### src/rtl/regfile_snap_pkg.sv
// Shared types and constants for the regfile save/restore engine.
package regfile_snap_pkg;

  localparam int unsigned NUM_REGS       = 8;
  localparam int unsigned DATA_W         = 16;
  localparam int unsigned RD_LATENCY_DEF = 1;
  localparam int unsigned IDX_W          = $clog2(NUM_REGS);

  localparam logic [IDX_W-1:0] REG_AX = IDX_W'(0);
  localparam logic [IDX_W-1:0] REG_CX = IDX_W'(1);
  localparam logic [IDX_W-1:0] REG_DX = IDX_W'(2);
  localparam logic [IDX_W-1:0] REG_BX = IDX_W'(3);
  localparam logic [IDX_W-1:0] REG_SP = IDX_W'(4);
  localparam logic [IDX_W-1:0] REG_BP = IDX_W'(5);
  localparam logic [IDX_W-1:0] REG_SI = IDX_W'(6);
  localparam logic [IDX_W-1:0] REG_DI = IDX_W'(7);

  typedef enum logic [2:0] {
    ST_IDLE,
    ST_RD_ISSUE,
    ST_RD_WAIT,
    ST_DUMP_OUT,
    ST_LOAD_IN,
    ST_WR,
    ST_VERIFY,
    ST_FIN
  } snap_state_t;

  function automatic logic is_last_idx(input logic [IDX_W-1:0] idx);
    return idx == IDX_W'(NUM_REGS - 1);
  endfunction

endpackage

### src/rtl/regfile_snapshot_if.sv
// Debug-bridge, stream and regfile-port bundle; master is the engine side.
interface regfile_snapshot_if;
  import regfile_snap_pkg::*;

  logic              core_halted;
  logic              start_dump;
  logic              start_load;
  logic              busy;
  logic              done;
  logic              aborted;
  logic [IDX_W-1:0]  rf_rd_sel;
  logic [DATA_W-1:0] rf_rd_val;
  logic [IDX_W-1:0]  rf_wr_sel;
  logic [DATA_W-1:0] rf_wr_val;
  logic              rf_wr_en;
  logic              rf_is_8_bit;
  logic              dump_valid;
  logic              dump_ready;
  logic [DATA_W-1:0] dump_data;
  logic [IDX_W-1:0]  dump_idx;
  logic              dump_last;
  logic              load_valid;
  logic              load_ready;
  logic [DATA_W-1:0] load_data;
  logic              verify_err;

  modport master (
    input  core_halted, start_dump, start_load, rf_rd_val, dump_ready, load_valid, load_data,
    output busy, done, aborted, rf_rd_sel, rf_wr_sel, rf_wr_val, rf_wr_en, rf_is_8_bit,
           dump_valid, dump_data, dump_idx, dump_last, load_ready, verify_err
  );

  modport slave (
    output core_halted, start_dump, start_load, rf_rd_val, dump_ready, load_valid, load_data,
    input  busy, done, aborted, rf_rd_sel, rf_wr_sel, rf_wr_val, rf_wr_en, rf_is_8_bit,
           dump_valid, dump_data, dump_idx, dump_last, load_ready, verify_err
  );
endinterface

### src/rtl/regfile_snap_rdwait.sv
// Read-latency down-counter; strobes on the last wait cycle and captures read data.
module regfile_snap_rdwait
  import regfile_snap_pkg::*;
#(
  parameter int unsigned LAT = RD_LATENCY_DEF
) (
  input  logic              clk_i,
  input  logic              rst_i,
  input  logic              start_i,
  input  logic              en_i,
  input  logic [DATA_W-1:0] rd_val_i,
  output logic              capture_c_o,
  output logic [DATA_W-1:0] data_o
);

  localparam int unsigned CNT_W = 2;

  logic [CNT_W-1:0]  cnt_q, cnt_d;
  logic [DATA_W-1:0] data_q, data_d;

  assign capture_c_o = en_i && (cnt_q == '0);
  assign data_o      = data_q;

  always_comb begin
    cnt_d  = cnt_q;
    data_d = data_q;
    if (start_i) begin
      cnt_d = CNT_W'(LAT - 1);
    end else if (en_i && (cnt_q != '0)) begin
      cnt_d = cnt_q - CNT_W'(1);
    end
    if (capture_c_o) begin
      data_d = rd_val_i;
    end
  end

  always_ff @(posedge clk_i or posedge rst_i) begin
    if (rst_i) begin
      cnt_q  <= '0;
      data_q <= '0;
    end else begin
      cnt_q  <= cnt_d;
      data_q <= data_d;
    end
  end

endmodule

### src/rtl/regfile_snapshot.sv
// Debug dump/load engine for the 8x16 register file; owns the regfile ports while the core is halted.
// Optional readback check after a load: define REGFILE_SNAP_VERIFY_EN.
module regfile_snapshot
  import regfile_snap_pkg::*;
#(
  parameter int unsigned RD_LATENCY = RD_LATENCY_DEF
) (
  input  logic              clk,
  input  logic              reset,
  regfile_snapshot_if.master bus
);

  snap_state_t       state_q, state_d;
  logic [IDX_W-1:0]  idx_q, idx_d;
  logic [DATA_W-1:0] load_q, load_d;
  logic              aborted_q, aborted_d;
  logic              capture;
  logic [DATA_W-1:0] rd_data;
  logic              halted;
  logic              load_hs;

  assign halted  = bus.core_halted;
  assign load_hs = (state_q == ST_LOAD_IN) && halted && bus.load_valid;

  regfile_snap_rdwait #(.LAT(RD_LATENCY)) u_rdwait (
    .clk_i      (clk),
    .rst_i      (reset),
    .start_i    (state_q == ST_RD_ISSUE),
    .en_i       (state_q == ST_RD_WAIT),
    .rd_val_i   (bus.rf_rd_val),
    .capture_c_o(capture),
    .data_o     (rd_data)
  );

`ifdef REGFILE_SNAP_VERIFY_EN
  logic              vmode_q, vmode_d;
  logic              verr_q, verr_d;
  logic [DATA_W-1:0] shadow_q [NUM_REGS];

  // Shadow copy of every accepted load word, compared during the readback pass.
  always_ff @(posedge clk) begin
    if (load_hs) begin
      shadow_q[idx_q] <= bus.load_data;
    end
  end
`endif

  always_comb begin
    state_d   = state_q;
    idx_d     = idx_q;
    load_d    = load_q;
    aborted_d = aborted_q;
`ifdef REGFILE_SNAP_VERIFY_EN
    vmode_d   = vmode_q;
    verr_d    = verr_q;
`endif
    case (state_q)
      ST_IDLE: begin
        if (halted && (bus.start_dump || bus.start_load)) begin
          idx_d     = REG_AX;
          aborted_d = 1'b0;
`ifdef REGFILE_SNAP_VERIFY_EN
          vmode_d   = 1'b0;
          verr_d    = 1'b0;
`endif
          state_d   = bus.start_dump ? ST_RD_ISSUE : ST_LOAD_IN;
        end
      end
      ST_FIN: state_d = ST_IDLE;
      default: begin
        // Losing the halt in any active state aborts the operation.
        if (!halted) begin
          state_d   = ST_FIN;
          aborted_d = 1'b1;
        end else begin
          case (state_q)
            ST_RD_ISSUE: state_d = ST_RD_WAIT;
            ST_RD_WAIT: begin
              if (capture) begin
`ifdef REGFILE_SNAP_VERIFY_EN
                state_d = vmode_q ? ST_VERIFY : ST_DUMP_OUT;
`else
                state_d = ST_DUMP_OUT;
`endif
              end
            end
            ST_DUMP_OUT: begin
              if (bus.dump_ready) begin
                if (is_last_idx(idx_q)) begin
                  state_d = ST_FIN;
                end else begin
                  idx_d   = idx_q + IDX_W'(1);
                  state_d = ST_RD_ISSUE;
                end
              end
            end
            ST_LOAD_IN: begin
              if (bus.load_valid) begin
                load_d  = bus.load_data;
                state_d = ST_WR;
              end
            end
            ST_WR: begin
              if (!is_last_idx(idx_q)) begin
                idx_d   = idx_q + IDX_W'(1);
                state_d = ST_LOAD_IN;
              end else begin
`ifdef REGFILE_SNAP_VERIFY_EN
                idx_d   = REG_AX;
                vmode_d = 1'b1;
                state_d = ST_RD_ISSUE;
`else
                state_d = ST_FIN;
`endif
              end
            end
`ifdef REGFILE_SNAP_VERIFY_EN
            ST_VERIFY: begin
              if (rd_data != shadow_q[idx_q]) begin
                verr_d = 1'b1;
              end
              if (is_last_idx(idx_q)) begin
                state_d = ST_FIN;
              end else begin
                idx_d   = idx_q + IDX_W'(1);
                state_d = ST_RD_ISSUE;
              end
            end
`endif
            default: state_d = ST_IDLE;
          endcase
        end
      end
    endcase
  end

  always_ff @(posedge clk or posedge reset) begin
    if (reset) begin
      state_q   <= ST_IDLE;
      idx_q     <= '0;
      load_q    <= '0;
      aborted_q <= 1'b0;
`ifdef REGFILE_SNAP_VERIFY_EN
      vmode_q   <= 1'b0;
      verr_q    <= 1'b0;
`endif
    end else begin
      state_q   <= state_d;
      idx_q     <= idx_d;
      load_q    <= load_d;
      aborted_q <= aborted_d;
`ifdef REGFILE_SNAP_VERIFY_EN
      vmode_q   <= vmode_d;
      verr_q    <= verr_d;
`endif
    end
  end

  // Write enable and stream handshakes are gated by the halt so an abort takes effect at once.
  assign bus.busy        = (state_q != ST_IDLE);
  assign bus.done        = (state_q == ST_FIN);
  assign bus.aborted     = aborted_q;
  assign bus.rf_rd_sel   = idx_q;
  assign bus.rf_wr_sel   = idx_q;
  assign bus.rf_wr_val   = load_q;
  assign bus.rf_wr_en    = (state_q == ST_WR) && halted;
  assign bus.rf_is_8_bit = 1'b0;
  assign bus.dump_valid  = (state_q == ST_DUMP_OUT) && halted;
  assign bus.dump_data   = rd_data;
  assign bus.dump_idx    = idx_q;
  assign bus.dump_last   = (state_q == ST_DUMP_OUT) && is_last_idx(idx_q);
  assign bus.load_ready  = (state_q == ST_LOAD_IN) && halted;
`ifdef REGFILE_SNAP_VERIFY_EN
  assign bus.verify_err  = verr_q;
`else
  assign bus.verify_err  = 1'b0;
`endif

endmodule

### src/flat_wrapper.sv
// flat-port wrapper written by rule: the top's interface ports become plain ports
module regfile_snapshot_flat import regfile_snap_pkg::*;
#(
  parameter int unsigned RD_LATENCY = RD_LATENCY_DEF
)
  (clk, reset, bus_core_halted, bus_start_dump, bus_start_load, bus_rf_rd_val, bus_dump_ready, bus_load_valid, bus_load_data, bus_busy, bus_done, bus_aborted, bus_rf_rd_sel, bus_rf_wr_sel, bus_rf_wr_val, bus_rf_wr_en, bus_rf_is_8_bit, bus_dump_valid, bus_dump_data, bus_dump_idx, bus_dump_last, bus_load_ready, bus_verify_err);
  regfile_snapshot_if bus_i ();
  input  logic clk;
  input  logic reset;
  input wire logic [$bits(bus_i.core_halted)-1:0] bus_core_halted;
  input wire logic [$bits(bus_i.start_dump)-1:0] bus_start_dump;
  input wire logic [$bits(bus_i.start_load)-1:0] bus_start_load;
  input wire logic [$bits(bus_i.rf_rd_val)-1:0] bus_rf_rd_val;
  input wire logic [$bits(bus_i.dump_ready)-1:0] bus_dump_ready;
  input wire logic [$bits(bus_i.load_valid)-1:0] bus_load_valid;
  input wire logic [$bits(bus_i.load_data)-1:0] bus_load_data;
  output wire logic [$bits(bus_i.busy)-1:0] bus_busy;
  output wire logic [$bits(bus_i.done)-1:0] bus_done;
  output wire logic [$bits(bus_i.aborted)-1:0] bus_aborted;
  output wire logic [$bits(bus_i.rf_rd_sel)-1:0] bus_rf_rd_sel;
  output wire logic [$bits(bus_i.rf_wr_sel)-1:0] bus_rf_wr_sel;
  output wire logic [$bits(bus_i.rf_wr_val)-1:0] bus_rf_wr_val;
  output wire logic [$bits(bus_i.rf_wr_en)-1:0] bus_rf_wr_en;
  output wire logic [$bits(bus_i.rf_is_8_bit)-1:0] bus_rf_is_8_bit;
  output wire logic [$bits(bus_i.dump_valid)-1:0] bus_dump_valid;
  output wire logic [$bits(bus_i.dump_data)-1:0] bus_dump_data;
  output wire logic [$bits(bus_i.dump_idx)-1:0] bus_dump_idx;
  output wire logic [$bits(bus_i.dump_last)-1:0] bus_dump_last;
  output wire logic [$bits(bus_i.load_ready)-1:0] bus_load_ready;
  output wire logic [$bits(bus_i.verify_err)-1:0] bus_verify_err;
  assign bus_i.core_halted = bus_core_halted;
  assign bus_i.start_dump = bus_start_dump;
  assign bus_i.start_load = bus_start_load;
  assign bus_i.rf_rd_val = bus_rf_rd_val;
  assign bus_i.dump_ready = bus_dump_ready;
  assign bus_i.load_valid = bus_load_valid;
  assign bus_i.load_data = bus_load_data;
  assign bus_busy = bus_i.busy;
  assign bus_done = bus_i.done;
  assign bus_aborted = bus_i.aborted;
  assign bus_rf_rd_sel = bus_i.rf_rd_sel;
  assign bus_rf_wr_sel = bus_i.rf_wr_sel;
  assign bus_rf_wr_val = bus_i.rf_wr_val;
  assign bus_rf_wr_en = bus_i.rf_wr_en;
  assign bus_rf_is_8_bit = bus_i.rf_is_8_bit;
  assign bus_dump_valid = bus_i.dump_valid;
  assign bus_dump_data = bus_i.dump_data;
  assign bus_dump_idx = bus_i.dump_idx;
  assign bus_dump_last = bus_i.dump_last;
  assign bus_load_ready = bus_i.load_ready;
  assign bus_verify_err = bus_i.verify_err;
  regfile_snapshot #(.RD_LATENCY(RD_LATENCY)) u_core (.clk(clk), .reset(reset), .bus(bus_i));
endmodule
### config.mk
export PLATFORM = sky130hd
export DESIGN_NAME = regfile_snapshot_flat
export DESIGN_NICKNAME = d
export VERILOG_FILES = /design/src/rtl/regfile_snap_pkg.sv /design/src/rtl/regfile_snapshot_if.sv /design/src/rtl/regfile_snap_rdwait.sv /design/src/rtl/regfile_snapshot.sv /design/src/flat_wrapper.sv
export SDC_FILE = /design/constraint.sdc
export NUM_CORES = 1
export LEC_CHECK = 0
export ABC_AREA = 1
export BUFFER_PORTS_ARGS = -buffer_cell sky130_fd_sc_hd__buf_2
export CAP_MARGIN = 15
export CORE_MARGIN = 2
export CORE_UTILIZATION = 35
export DETAILED_ROUTE_END_ITERATION = 12
export PLACE_DENSITY = 0.7
export SLEW_MARGIN = 20
export SYNTH_ARGS = -nofsm -noshare
export SYNTH_HDL_FRONTEND = slang
export SYNTH_HIERARCHICAL = 1
export SYNTH_SLANG_ARGS = --single-unit
### constraint.sdc
create_clock -name clk -period 1.5 [get_ports clk]
set_input_delay 0.075 -clock clk [delete_from_list [all_inputs] [get_ports clk]]
set_output_delay 0.075 -clock clk [all_outputs]
set_load 0.01 [all_outputs]
==> impl_metrics.prom <==
# TYPE chip_impl_metric gauge
chip_impl_metric{name="routed-via-count",unit=""} 2038
chip_impl_metric{name="grt_antenna_before_repair",unit=""} 0
chip_impl_metric{name="fmaxAchievable",unit="MHz"} 695
chip_impl_metric{name="rows",unit=""} 28
chip_impl_metric{name="pwr_density_cell",unit="nW/um2"} 1900
chip_impl_metric{name="yosys_warnings",unit=""} 6
chip_impl_info{name="synth_common_cells",value="111 x sky130_fd_sc_hd__nand2_1, 41 x sky130_fd_sc_hd__dfrtp_1, 34 x sky130_fd_sc_hd__nand3_1"} 1
chip_impl_metric{name="report.final.hold_viol_count",unit=""} 0
chip_impl_metric{name="critical_path_arrival",unit="ps"} 1360
chip_impl_metric{name="floorplan.die_area",unit="um2"} 6620
chip_impl_metric{name="diodes",unit=""} 0
chip_impl_metric{name="drive_above_1_share",unit="%"} 36.0
chip_impl_metric{name="grt_pass1_wl",unit="um"} 7920
chip_impl_metric{name="post_synth_instance_area",unit="um2"} 2090
chip_impl_metric{name="max_slew_violation_count",unit=""} 0
chip_impl_metric{name="worst_slew_pin_tran",unit="ps"} 627
chip_impl_metric{name="die_height",unit="um"} 81.3
chip_impl_metric{name="finalSetupViolations",unit=""} 0
chip_impl_metric{name="cts-htree-levels",unit=""} 2
chip_impl_metric{name="clock-sinks",unit=""} 41
chip_impl_metric{name="grt_start_max_net_pins",unit=""} 24
chip_impl_metric{name="fillers",unit=""} 548
chip_impl_metric{name="synth.top_cell.area_share",unit="%"} 49.0
chip_impl_metric{name="post_synth_num_cell_types",unit=""} 23
chip_impl_metric{name="met2_usage",unit="%"} 27.5
chip_impl_metric{name="core_area",unit="um2"} 5850
chip_impl_metric{name="count_of_flip_flops_with_a_built_in_enable_after_synthesis",unit=""} 0
chip_impl_info{name="hold_path_class",value="input pin to register"} 1
chip_impl_metric{name="vdd.ir_drop.worst",unit="mV"} 0.868
chip_impl_metric{name="via_per_inst",unit=""} 4.53
chip_impl_metric{name="clock_buffer_count_from_cts",unit=""} 5
chip_impl_metric{name="ant_nets",unit=""} 0
chip_impl_info{name="post_synth_main_area_contributors",value="sky130_fd_sc_hd__dfrtp_1 49%, sky130_fd_sc_hd__nand2_1 20%, sky130_fd_sc_hd__nand3_1 8.1%"} 1
chip_impl_metric{name="worstSkewPairLatency",unit="ps"} 290
chip_impl_metric{name="async_flop_share",unit="%"} 100
chip_impl_info{name="tritoncts",value="done"} 1
chip_impl_metric{name="clk_path_buf_depth",unit=""} 2
chip_impl_info{name="worstSetupStartpointType",value="register"} 1
chip_impl_info{name="path_type_of_the_worst_setup_path",value="register to output port"} 1
chip_impl_metric{name="grt_use_met3",unit="%"} 3.89
chip_impl_info{name="root_buffer",value="sky130_fd_sc_hd__clkbuf_8"} 1
chip_impl_info{name="unrepaired_setup_endpoints_after_global_routing",value="true"} 1
chip_impl_metric{name="finalSetupTns",unit="ps"} 0
chip_impl_metric{name="worst-path-max-fanout",unit=""} 10
chip_impl_metric{name="chipWidth",unit="um"} 81.3
chip_impl_metric{name="path_clk_slew",unit="ps"} 80
chip_impl_metric{name="finalWorstSetupSlack",unit="ps"} 62.1
chip_impl_metric{name="global_route.usage.total",unit="%"} 15.7
chip_impl_metric{name="worstPathRequired",unit="ps"} 1420
chip_impl_metric{name="drc",unit=""} 0
chip_impl_metric{name="regArea",unit="um2"} 1030
chip_impl_metric{name="post-dp-hpwl",unit="um"} 3580
chip_impl_metric{name="max-cap-violations",unit=""} 0
chip_impl_metric{name="netlist_instances",unit=""} 263
chip_impl_metric{name="area_growth_syn_to_layout",unit="%"} 38.9
chip_impl_metric{name="power_leakage",unit="nW"} 1.71
chip_impl_metric{name="io_pins",unit=""} 89
chip_impl_metric{name="avgSynthCellArea",unit="um2"} 7.96
chip_impl_metric{name="ys_seq_elements",unit=""} 41
chip_impl_metric{name="finClkSkew",unit="ps"} 9.57
chip_impl_metric{name="globalRouteOverflowTotal",unit=""} 0
chip_impl_metric{name="drt-wirelength-per-cell",unit="um"} 11.5
chip_impl_metric{name="portBuffers",unit=""} 86
chip_impl_metric{name="met1_usage",unit="%"} 19.0
chip_impl_info{name="synth.largest_area_cell",value="sky130_fd_sc_hd__dfrtp_1"} 1
chip_impl_metric{name="drtPass1Iterations",unit=""} 4
chip_impl_info{name="synthMostInstantiatedCell",value="sky130_fd_sc_hd__nand2_1"} 1
chip_impl_metric{name="place.gp.congestion",unit=""} 0.828
chip_impl_info{name="outcome",value="completed"} 1
chip_impl_info{name="crit_path_end_kind",value="output port"} 1
chip_impl_metric{name="yosysSeqAreaShare",unit="%"} 49.0
chip_impl_metric{name="finalCritPeriodShare",unit="%"} 95.9
chip_impl_metric{name="first_global_vias",unit=""} 1838
chip_impl_info{name="top_usage_layer_grt",value="met2"} 1
chip_impl_info{name="dominant_synthesized_flop_cell",value="sky130_fd_sc_hd__dfrtp_1"} 1
chip_impl_metric{name="start_util",unit="%"} 35.8
chip_impl_metric{name="slew_headroom",unit="%"} 58.1
chip_impl_metric{name="multi_input_gate_area",unit="um2"} 862
chip_impl_metric{name="finish.net_count",unit=""} 417
chip_impl_metric{name="final_wirelength",unit="um"} 5160
chip_impl_metric{name="dr.first_iter.drc_count",unit=""} 70
chip_impl_metric{name="post_placement_setup_slack",unit="ps"} 70.1
chip_impl_metric{name="finalCriticalPeriod",unit="ps"} 1440
-- cells by family (layout without fill, tap and decap cells) --
kind of cell,count (synthesis),in the layout,share of synthesized area (%)
simple gates,172,172,36.0
flops,41,41,49.0
buf+inv,41,152,11.3
compound gates,5,5,1.73
fa+ha+maj,3,3,1.79
other cells,1,2,0.179
-- state kept, by name (all words and copies together) (netlist names) --
| signal | cells |
|---|---|
| u_core/bus.aborted | 1 |
| u_core/bus.dump_idx | 3 |
| u_core/bus.rf_wr_val | 16 |
| u_core/state_q | 3 |
| u_core/u_rdwait/cnt_q | 2 |
| u_core/u_rdwait/data_o | 16 |
-- timing repair --
| action | CTS | global route |
|---|---|---|
| setup buffers | 6 | 2 |
| pin swaps | 2 | 4 |
| endpoints found under the hold margin | 57 | 0 |
| setup endpoints to repair | 3 | 10 |
| hold buffers | 17 | 0 |
| gates resized for setup | 1 | 9 |
| gates cloned | 0 | 0 |
-- layout by cell type, fill, tap and decap left out, types with 2 or more instances in the layout --
| cell | n |
|---|---|
| sky130_fd_sc_hd__nand2_1 | 109 |
| sky130_fd_sc_hd__ha_1 | 3 |
| sky130_fd_sc_hd__nand3_1 | 33 |
| sky130_fd_sc_hd__nand3_2 | 2 |
| sky130_fd_sc_hd__nand2_4 | 2 |
| sky130_fd_sc_hd__clkbuf_8 | 6 |
| sky130_fd_sc_hd__nor2_4 | 2 |
| sky130_fd_sc_hd__nor2_1 | 9 |
| sky130_fd_sc_hd__o21ai_0 | 3 |
| sky130_fd_sc_hd__nand2_2 | 8 |
| sky130_fd_sc_hd__nand4_1 | 4 |
| sky130_fd_sc_hd__buf_2 | 86 |
| sky130_fd_sc_hd__dlygate4sd3_1 | 17 |
| sky130_fd_sc_hd__dfrtp_1 | 41 |
| sky130_fd_sc_hd__conb_1 | 2 |
| sky130_fd_sc_hd__buf_6 | 2 |
| sky130_fd_sc_hd__inv_1 | 18 |
| sky130_fd_sc_hd__buf_4 | 15 |
| sky130_fd_sc_hd__inv_2 | 6 |
| sky130_fd_sc_hd__nor2_2 | 2 |
-- area by class of cell --
class | count | share of cell area [%]
tap | 75 | 3.23
clock buffer | 6 | 2.84
inverter | 25 | 3.40
sequential | 41 | 35.3
timing repair buffer | 120 | 25.3
multi-input combinational | 182 | 29.7
clock inverter | 1 | 0.258
-- critical path, stage by stage, from the launching register on --
cell,delay [ps]
sky130_fd_sc_hd__dfrtp_1,440
sky130_fd_sc_hd__inv_2,110
sky130_fd_sc_hd__nand2_2,90
sky130_fd_sc_hd__nor2_8,160
sky130_fd_sc_hd__buf_6,150
sky130_fd_sc_hd__buf_2,130
-- stage by stage --
| step | instances | hold slack (ps) | power (W) | cell area (um2) | util [%] |
|---|---|---|---|---|---|
| 2_1_floorplan | 264 | 13.6 | 0.00373 | 2100 | - |
| 3_3_place_gp | 418 | 147 | 0.00448 | 2560 | 43.7 |
| 3_5_place_dp | 418 | 147 | 0.00455 | 2560 | 43.7 |
| 4_1_cts | 448 | 6.45 | 0.00545 | 2870 | 49.0 |
| 5_1_grt | 450 | 21.3 | 0.00600 | 2910 | 49.7 |
| 6_report | 450 | 13.6 | 0.00551 | 2910 | 49.7 |
-- layer usage --
layer,routed length [um],vias to the layer above
met5,0,-
met4,49,0
met3,342,5
met2,2490,68
met1,2280,942
li1,-,1023
-- worst paths after layout --
check,start,cells after the start,slack (ps),endpoint
min,bus_load_data[13],3,10,u_core/bus.rf_wr_val[13]
max reg2reg,u_core/state_q[0],8,100,u_core/bus.dump_idx[0]
min in group asynchronous,reset,4,400,u_core/bus.rf_wr_val[13]
max in group asynchronous,reset,3,660,u_core/u_rdwait/cnt_q[0]
min reg2reg,u_core/bus.rf_wr_val[13],2,470,u_core/bus.rf_wr_val[13]
max,u_core/state_q[0],5,60,bus_load_ready
-- power breakdown --
group	total, W	internal, W	switching (W)
combinational	0.00288	0.00120	0.00168
sequential	0.00191	0.00163	0.000283
clock	0.000723	0.000364	0.000360
No activity file was read; power rests on OpenSTA's default activity.
